--- src/rtl/filter_pkg.sv ---
// filter_pkg: shared types and constants for the glitch-filter scan sequencer
package filter_pkg;
  typedef enum logic [1:0] {ST_IDLE, ST_SETTLE, ST_DWELL, ST_DONE} state_t;
  localparam int NPHASE = 4;
  localparam int CNT_W = 8;
  localparam logic [2*NPHASE-1:0] PHASE_AB = 8'b11_10_01_00;
  function automatic logic [1:0] ab_of(input logic [1:0] p);
    return PHASE_AB[{p, 1'b0} +: 2];
  endfunction
endpackage

--- src/rtl/fault_sampler.sv ---
// fault_sampler: sticky per-phase record of X sampled low while enabled
module fault_sampler
  import filter_pkg::*;
(
  input  logic              CLK,
  input  logic              RST,
  input  logic              clear,
  input  logic              smp_en,
  input  logic [1:0]        phase,
  input  logic              x,
  output logic [NPHASE-1:0] mask
);
  logic [NPHASE-1:0] mask_q, mask_d;
  always_comb mask_d = clear ? '0 : (smp_en && !x) ? (mask_q | (NPHASE'(1) << phase)) : mask_q;
  always_ff @(posedge CLK or posedge RST)
    if (RST) mask_q <= '0;
    else mask_q <= mask_d;
  assign mask = mask_q;
endmodule

--- src/rtl/filter_scan_ctrl.sv ---
// filter_scan_ctrl: steps the filter's A/B select through all phases,
// ignores X while it settles, then records X faults during a dwell window.
module filter_scan_ctrl
  import filter_pkg::*;
#(
  parameter int SETTLE = 2,
  parameter int DWELL  = 8
) (
  input  logic       CLK,
  input  logic       RST,
  input  logic       Start,
  input  logic       Abort,
  input  logic       X,
  output logic       A,
  output logic       B,
  output logic       Busy,
  output logic       Done,
  output logic [3:0] FaultMask,
  output logic       Pass
);
  localparam logic [CNT_W-1:0] SET_LD = CNT_W'(SETTLE - 1);
  localparam logic [CNT_W-1:0] DW_LD  = CNT_W'(DWELL - 1);
  state_t state_q, state_d;
  logic [1:0] phase_q, phase_d;
  logic [CNT_W-1:0] cnt_q, cnt_d;
  logic pass_q, pass_d;
  logic clr;
  always_comb begin
    state_d = state_q;
    phase_d = phase_q;
    cnt_d   = cnt_q;
    pass_d  = pass_q;
    clr     = 1'b0;
    case (state_q)
      ST_IDLE:
        if (Start) begin
          state_d = ST_SETTLE;
          phase_d = '0;
          cnt_d   = SET_LD;
          pass_d  = 1'b0;
          clr     = 1'b1;
        end
      ST_SETTLE:
        if (Abort) begin
          state_d = ST_IDLE;
          pass_d  = 1'b0;
        end else if (cnt_q == '0) begin
          state_d = ST_DWELL;
          cnt_d   = DW_LD;
        end else cnt_d = cnt_q - 1'b1;
      ST_DWELL:
        if (Abort) begin
          state_d = ST_IDLE;
          pass_d  = 1'b0;
        end else if (cnt_q != '0) cnt_d = cnt_q - 1'b1;
        else if (phase_q == 2'(NPHASE - 1)) begin
          state_d = ST_DONE;
          // the final phase's last X sample lands on this same edge
          pass_d  = (FaultMask == '0) && X;
        end else begin
          state_d = ST_SETTLE;
          phase_d = phase_q + 2'd1;
          cnt_d   = SET_LD;
        end
      ST_DONE: state_d = ST_IDLE;
    endcase
  end
  always_ff @(posedge CLK or posedge RST)
    if (RST) begin
      state_q <= ST_IDLE;
      phase_q <= '0;
      cnt_q   <= '0;
      pass_q  <= 1'b0;
    end else begin
      state_q <= state_d;
      phase_q <= phase_d;
      cnt_q   <= cnt_d;
      pass_q  <= pass_d;
    end
  fault_sampler u_smp (
    .CLK    (CLK),
    .RST    (RST),
    .clear  (clr),
    .smp_en (state_q == ST_DWELL),
    .phase  (phase_q),
    .x      (X),
    .mask   (FaultMask)
  );
  assign Busy   = (state_q == ST_SETTLE) || (state_q == ST_DWELL);
  assign Done   = state_q == ST_DONE;
  assign {A, B} = Busy ? ab_of(phase_q) : 2'b00;
  assign Pass   = pass_q;
endmodule

--- config.mk ---
export PLATFORM = sky130hd
export DESIGN_NAME = filter_scan_ctrl
export DESIGN_NICKNAME = d
export VERILOG_FILES = /design/src/rtl/filter_pkg.sv /design/src/rtl/fault_sampler.sv /design/src/rtl/filter_scan_ctrl.sv
export SDC_FILE = /design/constraint.sdc
export NUM_CORES = 1
export LEC_CHECK = 0
export ABC_AREA = 1
export CORE_AREA = 2 2 43 65
export DETAILED_ROUTE_END_ITERATION = 7
export DIE_AREA = 0 0 45 67
export GPL_TIMING_DRIVEN = 0
export PLACE_DENSITY = 0.78
export SYNTH_ARGS = -nofsm -noshare
export SYNTH_HDL_FRONTEND = slang
export SYNTH_SLANG_ARGS = --single-unit
export TNS_END_PERCENT = 20
--- constraint.sdc ---
create_clock -name CLK -period 1.67 [get_ports CLK]
set_input_delay 0.167 -clock CLK [delete_from_list [all_inputs] [get_ports CLK]]
set_output_delay 0.167 -clock CLK [all_outputs]
set_load 0.05 [all_outputs]
==> results of run 1 <==
## routing by layer
| metal | vias up | routed length, um | GRT usage [%] |
|---|---|---|---|
| li1 | 600 | - | - |
| met1 | 558 | 1101 | 22.64 |
| met2 | 21 | 1434 | 34.46 |
| met3 | 7 | 70 | 2.439 |
| met4 | 0 | 59 | 5.515 |
| met5 | - | 0 | 0 |
## worst max-delay path, cell delays in order, from the launching register on
cell                      delay [ns]
sky130_fd_sc_hd__dfrtp_1        0.41
sky130_fd_sc_hd__inv_1          0.10
sky130_fd_sc_hd__ha_2           0.39
sky130_fd_sc_hd__nand2_1        0.06
sky130_fd_sc_hd__inv_1          0.05
sky130_fd_sc_hd__buf_4          0.18
## worst max path at each step
| stage | depth (start not counted) | from | end |
|---|---|---|---|
| after global routing | 10 | state_q[1] | cnt_q[0] |
| after global placement | 5 | state_q[1] | B |
| after detailed placement | 5 | state_q[1] | B |
| after floorplan | 6 | state_q[1] | cnt_q[3] |
| after CTS | 5 | state_q[1] | B |
| final | 5 | state_q[1] | A |
## flip-flops by register name, indices dropped and copies added, names as in the netlist
register	flops
state_q	2
Pass	1
u_smp.mask	4
cnt_q	8
phase_q	2
## stage by stage
stage          utilization [%]  cells  power (uW)
5_1_grt                  62.14    226        3300
6_report                 62.14    226        3021
4_1_cts                  60.28    222        2861
2_1_floorplan                -    181        2252
3_5_place_dp             59.71    218        2667
3_3_place_gp             59.71    218        2589
## report_power, final
part / internal (uW) / leakage, uW / switching (uW)
logic: 739 / 0.000611 / 1410
clock network: 89.4 / 0.0000177 / 136
registers: 523 / 0.000231 / 122
total: 1350 / 0.000859 / 1670
## area by class of cell
| type | count | share of cell area (%) |
|---|---|---|
| Multi-Input combinational cell | 134 | 49.63 |
| Sequential cell | 17 | 28.26 |
| Timing Repair Buffer | 16 | 9.892 |
| Inverter | 30 | 7.648 |
| Tap cell | 24 | 1.995 |
| Clock buffer | 3 | 1.496 |
| Buffer | 1 | 0.7481 |
| Clock inverter | 1 | 0.3325 |
## Yosys cell counts
master	number
sky130_fd_sc_hd__nor3_1	1
sky130_fd_sc_hd__nand3_1	9
sky130_fd_sc_hd__o21ai_1	4
sky130_fd_sc_hd__ha_1	11
sky130_fd_sc_hd__nand2_1	64
sky130_fd_sc_hd__o21ai_0	3
sky130_fd_sc_hd__inv_4	1
sky130_fd_sc_hd__nand2_2	2
sky130_fd_sc_hd__nand3_2	1
sky130_fd_sc_hd__nand2_4	2
sky130_fd_sc_hd__nand3_4	1
sky130_fd_sc_hd__xnor2_1	1
sky130_fd_sc_hd__dfrtp_1	17
sky130_fd_sc_hd__nand4_1	2
sky130_fd_sc_hd__a21oi_1	6
sky130_fd_sc_hd__nor3_2	1
sky130_fd_sc_hd__nand3b_1	3
sky130_fd_sc_hd__or2_2	1
sky130_fd_sc_hd__inv_1	25
sky130_fd_sc_hd__xor2_1	2
sky130_fd_sc_hd__buf_6	1
sky130_fd_sc_hd__inv_2	4
sky130_fd_sc_hd__nor2_1	12
sky130_fd_sc_hd__nor2_2	5
sky130_fd_sc_hd__nor2_4	2
## cell families (layout without fill, tap and decap cells)
family / Yosys count / after routing / share of synthesized area, %
fa+ha+maj: 11 / 11 / 10.72
flops: 17 / 17 / 33.14
compound gates: 13 / 13 / 5.068
simple gates: 106 / 107 / 39.18
xor+xnor: 3 / 3 / 2.047
buf+inv: 31 / 51 / 9.844
## timing repair
action / 4_1_cts / 5_1_grt
resized for setup: 17 / 7
endpoints found under the hold margin: 0 / 0
endpoints found under the setup margin: 4 / 17
pin swaps: 0 / 2
gates cloned: 0 / 1
buffers inserted: 0 / 3
==> impl_metrics.csv, run 1 <==
group,metric,value,unit
status,status,"completed",
synth,yosys_register_bits,17,
finish,final-seq-area,425.4,sq um
floorplan,die_width,45,um
detailed_routing,vias,1186,
synth,synth_area_leader_cell,"sky130_fd_sc_hd__dfrtp_1",
sta,worst_slew_margin_rel,55.31,%
worst_setup_path,required,1.50,ns
worst_setup_path,timing_worst_setup_path_type,"flop to output port",
finish,diodes,0,
flow_run,max_cap_viol_count,0,
synth,syn_inst,181,
power_and_ir_drop,power_density,2007,nW/um^2
worst_setup_path,setup_slack_reg_to_reg,0.04,ns
detailed_routing,number_of_drc_violations_after_detailed_routing,0,
detailed_routing,routed_via_density,5.248,
floorplan,die_h,67,um
worst_setup_path,arrival_time_at_the_worst_endpoint,1.49,ns
synth,yosysSeqAreaShare,33.14,%
finish,post_route_cells_drive_above_1_share,16.83,%
sta,finalSetupViolations,0,
grt,track_usage,19.10,%
clocking,clock-sinks,17,
grt,grt_pass1_wl,4374,um
sta,drv_slew,0,
finish,final_design_area_no_fill,1505,sq um
clocking,number_of_buffers_created_by_cts,3,
synth,yosys-top-cells-area,"sky130_fd_sc_hd__dfrtp_1, sky130_fd_sc_hd__nand2_1, sky130_fd_sc_hd__ha_1",
clocking,cts_hold_buf,0,
detailed_routing,drt_iter0_drc,37,
floorplan,placementRows,22,
placement,place_congestion,0.8454,
finish,layout.nets,219,
grt,antenna_found_initial,0,
synth,yosysWarningCount,0,
synth,synth.top_cell.area_share,33.14,%
power_and_ir_drop,power.ir.vdd_worst,1.944,mV
clocking,cts-htree-levels,1,
sta,fin_setup_tns,0,ns
placement,post_dp_cell_area,1446,sq um
clocking,tritoncts,"yes",
min_path,holdCritPathClass,"primary input to async pin",
detailed_routing,drt_pre_antenna_iters,4,
sta,timing.clock.skew,0.002904,ns
placement,place_ws,-0.2608,ns
synth,synthDistinctLibCells,25,
sta,holdWs,0.2512,ns
grt,maximum_number_of_pins_on_one_net_before_global_route_repair,18,
floorplan,placeableCoreArea,2422,sq um
clocking,clock_latency,0.30,ns
grt,grt_pass1_vias,1066,
floorplan,boundaryPins,14,
placement,dp_hpwl,2017,um
synth,mappedNetlistArea,1284,sq um
worst_setup_path,critical_path.max_fanout,5,
floorplan,initial_core_util,53.00,%
grt,global_route.overflow_total,0,
power_and_ir_drop,leakage,0.0008590,uW
detailed_routing,drt_wl_total,2665,um
detailed_routing,antenna_violating_nets_post_route,0,
sta,final_hold_viol_count,0,
sta,layout_worst_path_cycle_share,99.11,%
worst_setup_path,reg2reg_depth,9,
finish,multi_input_gate_area,747.0,sq um
worst_setup_path,end_kind,"output port",
detailed_routing,post_drt_wl_per_cell,11.79,um
floorplan,dieArea,3015,sq um
worst_setup_path,regToRegStartpoint,"state_q[0]",
finish,top_library_cells_by_usage_in_the_layout_fill_and_taps_aside,"sky130_fd_sc_hd__nand2_1, sky130_fd_sc_hd__inv_1, sky130_fd_sc_hd__dfrtp_1, sky130_fd_sc_hd__nor2_1, sky130_fd_sc_hd__ha_1",
sta,crit_path_time_final,1.655,ns
finish,nFillCells,224,
finish,syn2layout_area_growth,17.25,%
worst_setup_path,worst_r2r_endpoint,"cnt_q[0]",
sta,setup_ws,0.01487,ns
clocking,cts.reportedPaths.clkPinSlew,0.10,ns
synth,post_synth.cell_area_avg,7.092,sq um
sta,unrepaired_setup_endpoints_after_global_routing,"true",
clocking,clockRootBuffer,"sky130_fd_sc_hd__clkbuf_4",
synth,postSynthNetCount,197,
finish,most_common_cell_after_layout_fill_and_taps_aside,"sky130_fd_sc_hd__nand2_1",
worst_setup_path,startpoint_type,"flop",
sta,timing_worst_slew_pin_value,0.6696,ns
clocking,clk_path_buf_depth,2,
sta,timing.fmax,604.2,MHz
placement,port_buffers,13,
No activity file was read; power rests on OpenSTA's default activity.
==> run 2: changes to the inputs <==
- SKIP_CTS_REPAIR_TIMING: default -> 1
==> run 2 against run 1 <==
  * Clock skew rose by 0.0015 ns
  * Register-to-register slack improved by 0.05 ns
  * Worst setup slack improved by 0.025 ns
  * Design area rose by 1.3%
  * Utilization rose by 0.83 points
  * Global-route usage rose by 0.11 points
  * Critical path type unchanged
  * Die area did not move
==> impl_metrics.csv, run 2 (same netlist as run 1, synthesis figures left out) <==
group,metric,value,unit
placement,place.detailed.instances,218,
sta,timing_worst_slew_pin_value,0.6667,ns
detailed_routing,drt_wl_total,2591,um
floorplan,die_h,67,um
detailed_routing,vias,1167,
power_and_ir_drop,internal_power,1364,uW
worst_setup_path,critical_path_cell_list,"clkdlybuf4s50_1",
sta,crit_path_time_final,1.630,ns
worst_setup_path,regToRegStartpoint,"state_q[0]",
grt,global_route.overflow_total,0,
power_and_ir_drop,net-switching-power,1651,uW
grt,grt_pass1_vias,1078,
detailed_routing,routed_via_density,5.210,
worst_setup_path,critical_path.max_fanout,2,
power_and_ir_drop,power_density,1977,nW/um^2
power_and_ir_drop,fin_total_pwr,3015,uW
finish,largest_register_ffs,8,
grt,antenna_found_initial,0,
placement,port_buffers,13,
clocking,clk_path_buf_depth,2,
sta,timing.fmax,613.6,MHz
status,status,"completed",
min_path,holdCritPathClass,"primary input to async pin",
power_and_ir_drop,power.ir.vdd_worst,1.949,mV
finish,diodes,0,
worst_setup_path,critical_path_buf_inv_count,1,
clocking,cts.reportedPaths.clkPinSlew,0.10,ns
clocking,clockRootBuffer,"sky130_fd_sc_hd__clkbuf_4",
grt,track_usage,19.21,%
sta,setup_ws,0.04031,ns
finish,reg_with_most_ffs,"cnt_q",
placement,place_congestion,0.8454,
worst_setup_path,startpoint_type,"flop",
clocking,cts-htree-levels,1,
worst_setup_path,critical_path_depth,1,
sta,finalSetupViolations,0,
grt,maximum_number_of_pins_on_one_net_before_global_route_repair,18,
grt,grt_pass1_wl,4402,um
floorplan,initial_core_util,53.00,%
clocking,clock_latency,0.30,ns
floorplan,die_width,45,um
clocking,number_of_buffers_created_by_cts,3,
worst_setup_path,worst_setup_path_startpoint,"u_smp.mask[1]",
detailed_routing,drt_pre_antenna_iters,4,
floorplan,dieArea,3015,sq um
finish,finalCoreUtilization,62.96,%
power_and_ir_drop,power_switching_share,54.76,%
clocking,tritoncts,"yes",
sta,worst_slew_margin_rel,55.51,%
placement,place_ws,-0.2608,ns
power_and_ir_drop,seq_power_share,21.2,%
sta,timing.clock.skew,0.004416,ns
detailed_routing,antenna_violating_nets_post_route,0,
worst_setup_path,required,1.50,ns
floorplan,boundaryPins,14,
finish,post_route_cells_drive_above_1_share,17.50,%
placement,dp_hpwl,2017,um
worst_setup_path,timing_worst_setup_path_type,"flop to output port",
worst_setup_path,path_delay_family,"buffers and inverters",
detailed_routing,drt_iter0_drc,39,
sta,layout_worst_path_cycle_share,97.59,%
power_and_ir_drop,clock_network_fraction_of_design_power,7.3,%
power_and_ir_drop,combinationalPowerShare,71.4,%
detailed_routing,number_of_drc_violations_after_detailed_routing,0,
power_and_ir_drop,leakage,0.0008650,uW
worst_setup_path,arrival_time_at_the_worst_endpoint,1.46,ns
finish,layout.cells.non_filler,224,
detailed_routing,post_drt_wl_per_cell,11.57,um
sta,drv_slew,0,
worst_setup_path,end_kind,"output port",
clocking,clock-sinks,17,
finish,syn2layout_area_growth,18.81,%
floorplan,placeableCoreArea,2422,sq um
finish,most_common_cell_after_layout_fill_and_taps_aside,"sky130_fd_sc_hd__nand2_1",
worst_setup_path,reg2reg_depth,10,
worst_setup_path,timing.critical_path.slowest_cell_delay,0.80,ns
flow_run,max_cap_viol_count,0,
worst_setup_path,worst_path_max_delay_cell,"sky130_fd_sc_hd__clkdlybuf4s50_1",
sta,fin_setup_tns,0,ns
finish,top_library_cells_by_usage_in_the_layout_fill_and_taps_aside,"sky130_fd_sc_hd__nand2_1, sky130_fd_sc_hd__inv_1, sky130_fd_sc_hd__dfrtp_1, sky130_fd_sc_hd__nor2_1, sky130_fd_sc_hd__nand3_1",
finish,layout.nets,217,
floorplan,placementRows,22,
sta,final_hold_viol_count,0,
[run 2: changes by cell type in the layout (fill, tap and decap cells not counted), sizes merged]
cell | before | now
buf | 7 | 4
clkbuf | 3 | 5
dlygate4sd2 | 1 | 0
dlymetal6s2s | 3 | 4
nand2 | 69 | 68
[run 2: path summary, 6_finish.rpt]
path,end,slack (ns)
max reg2reg,cnt_q[5],0.09
max in group asynchronous,cnt_q[4],0.99
max,FaultMask[1],0.04
min,phase_q[1],0.25
min reg2reg,Pass,0.49
min in group CLK,Pass,0.49
[run 2: layout make-up]
class                      instances  area (sq um)
fill                             217         897.1
timing repair buffer              15         148.9
buffer                             1         11.26
tap                               24         30.03
clock buffer                       3         22.52
clock inverter                     1         5.005
sequential                        17         425.4
multi-input combinational        133         767.0
inverter                          30         115.1
[run 2: power groups by stage]
stage,clock network [uW],logic (uW),registers (uW)
final,222,2150,639
after detailed placement,0,2010,654
after CTS,225,2030,645
after global placement,0,1950,643
after floorplan,0,1610,637
after global routing,244,2390,656
[run 2: through the flow]
| step | hold slack (ns) | area [sq um] |
|---|---|---|
| after detailed placement | 0.4869 | 1446 |
| after global routing | 0.3585 | 1525 |
| after global placement | 0.4794 | 1446 |
| after floorplan | 0.09307 | 1286 |
| after CTS | 0.2867 | 1474 |
| final | 0.2536 | 1525 |
[run 2: metal layers]
metal	track usage [%]	wire [um]	vias up
li1	-	-	595
met1	22.97	1109	553
met2	34.46	1384	14
met3	2.439	55	5
met4	5.515	41	0
met5	0	0	-
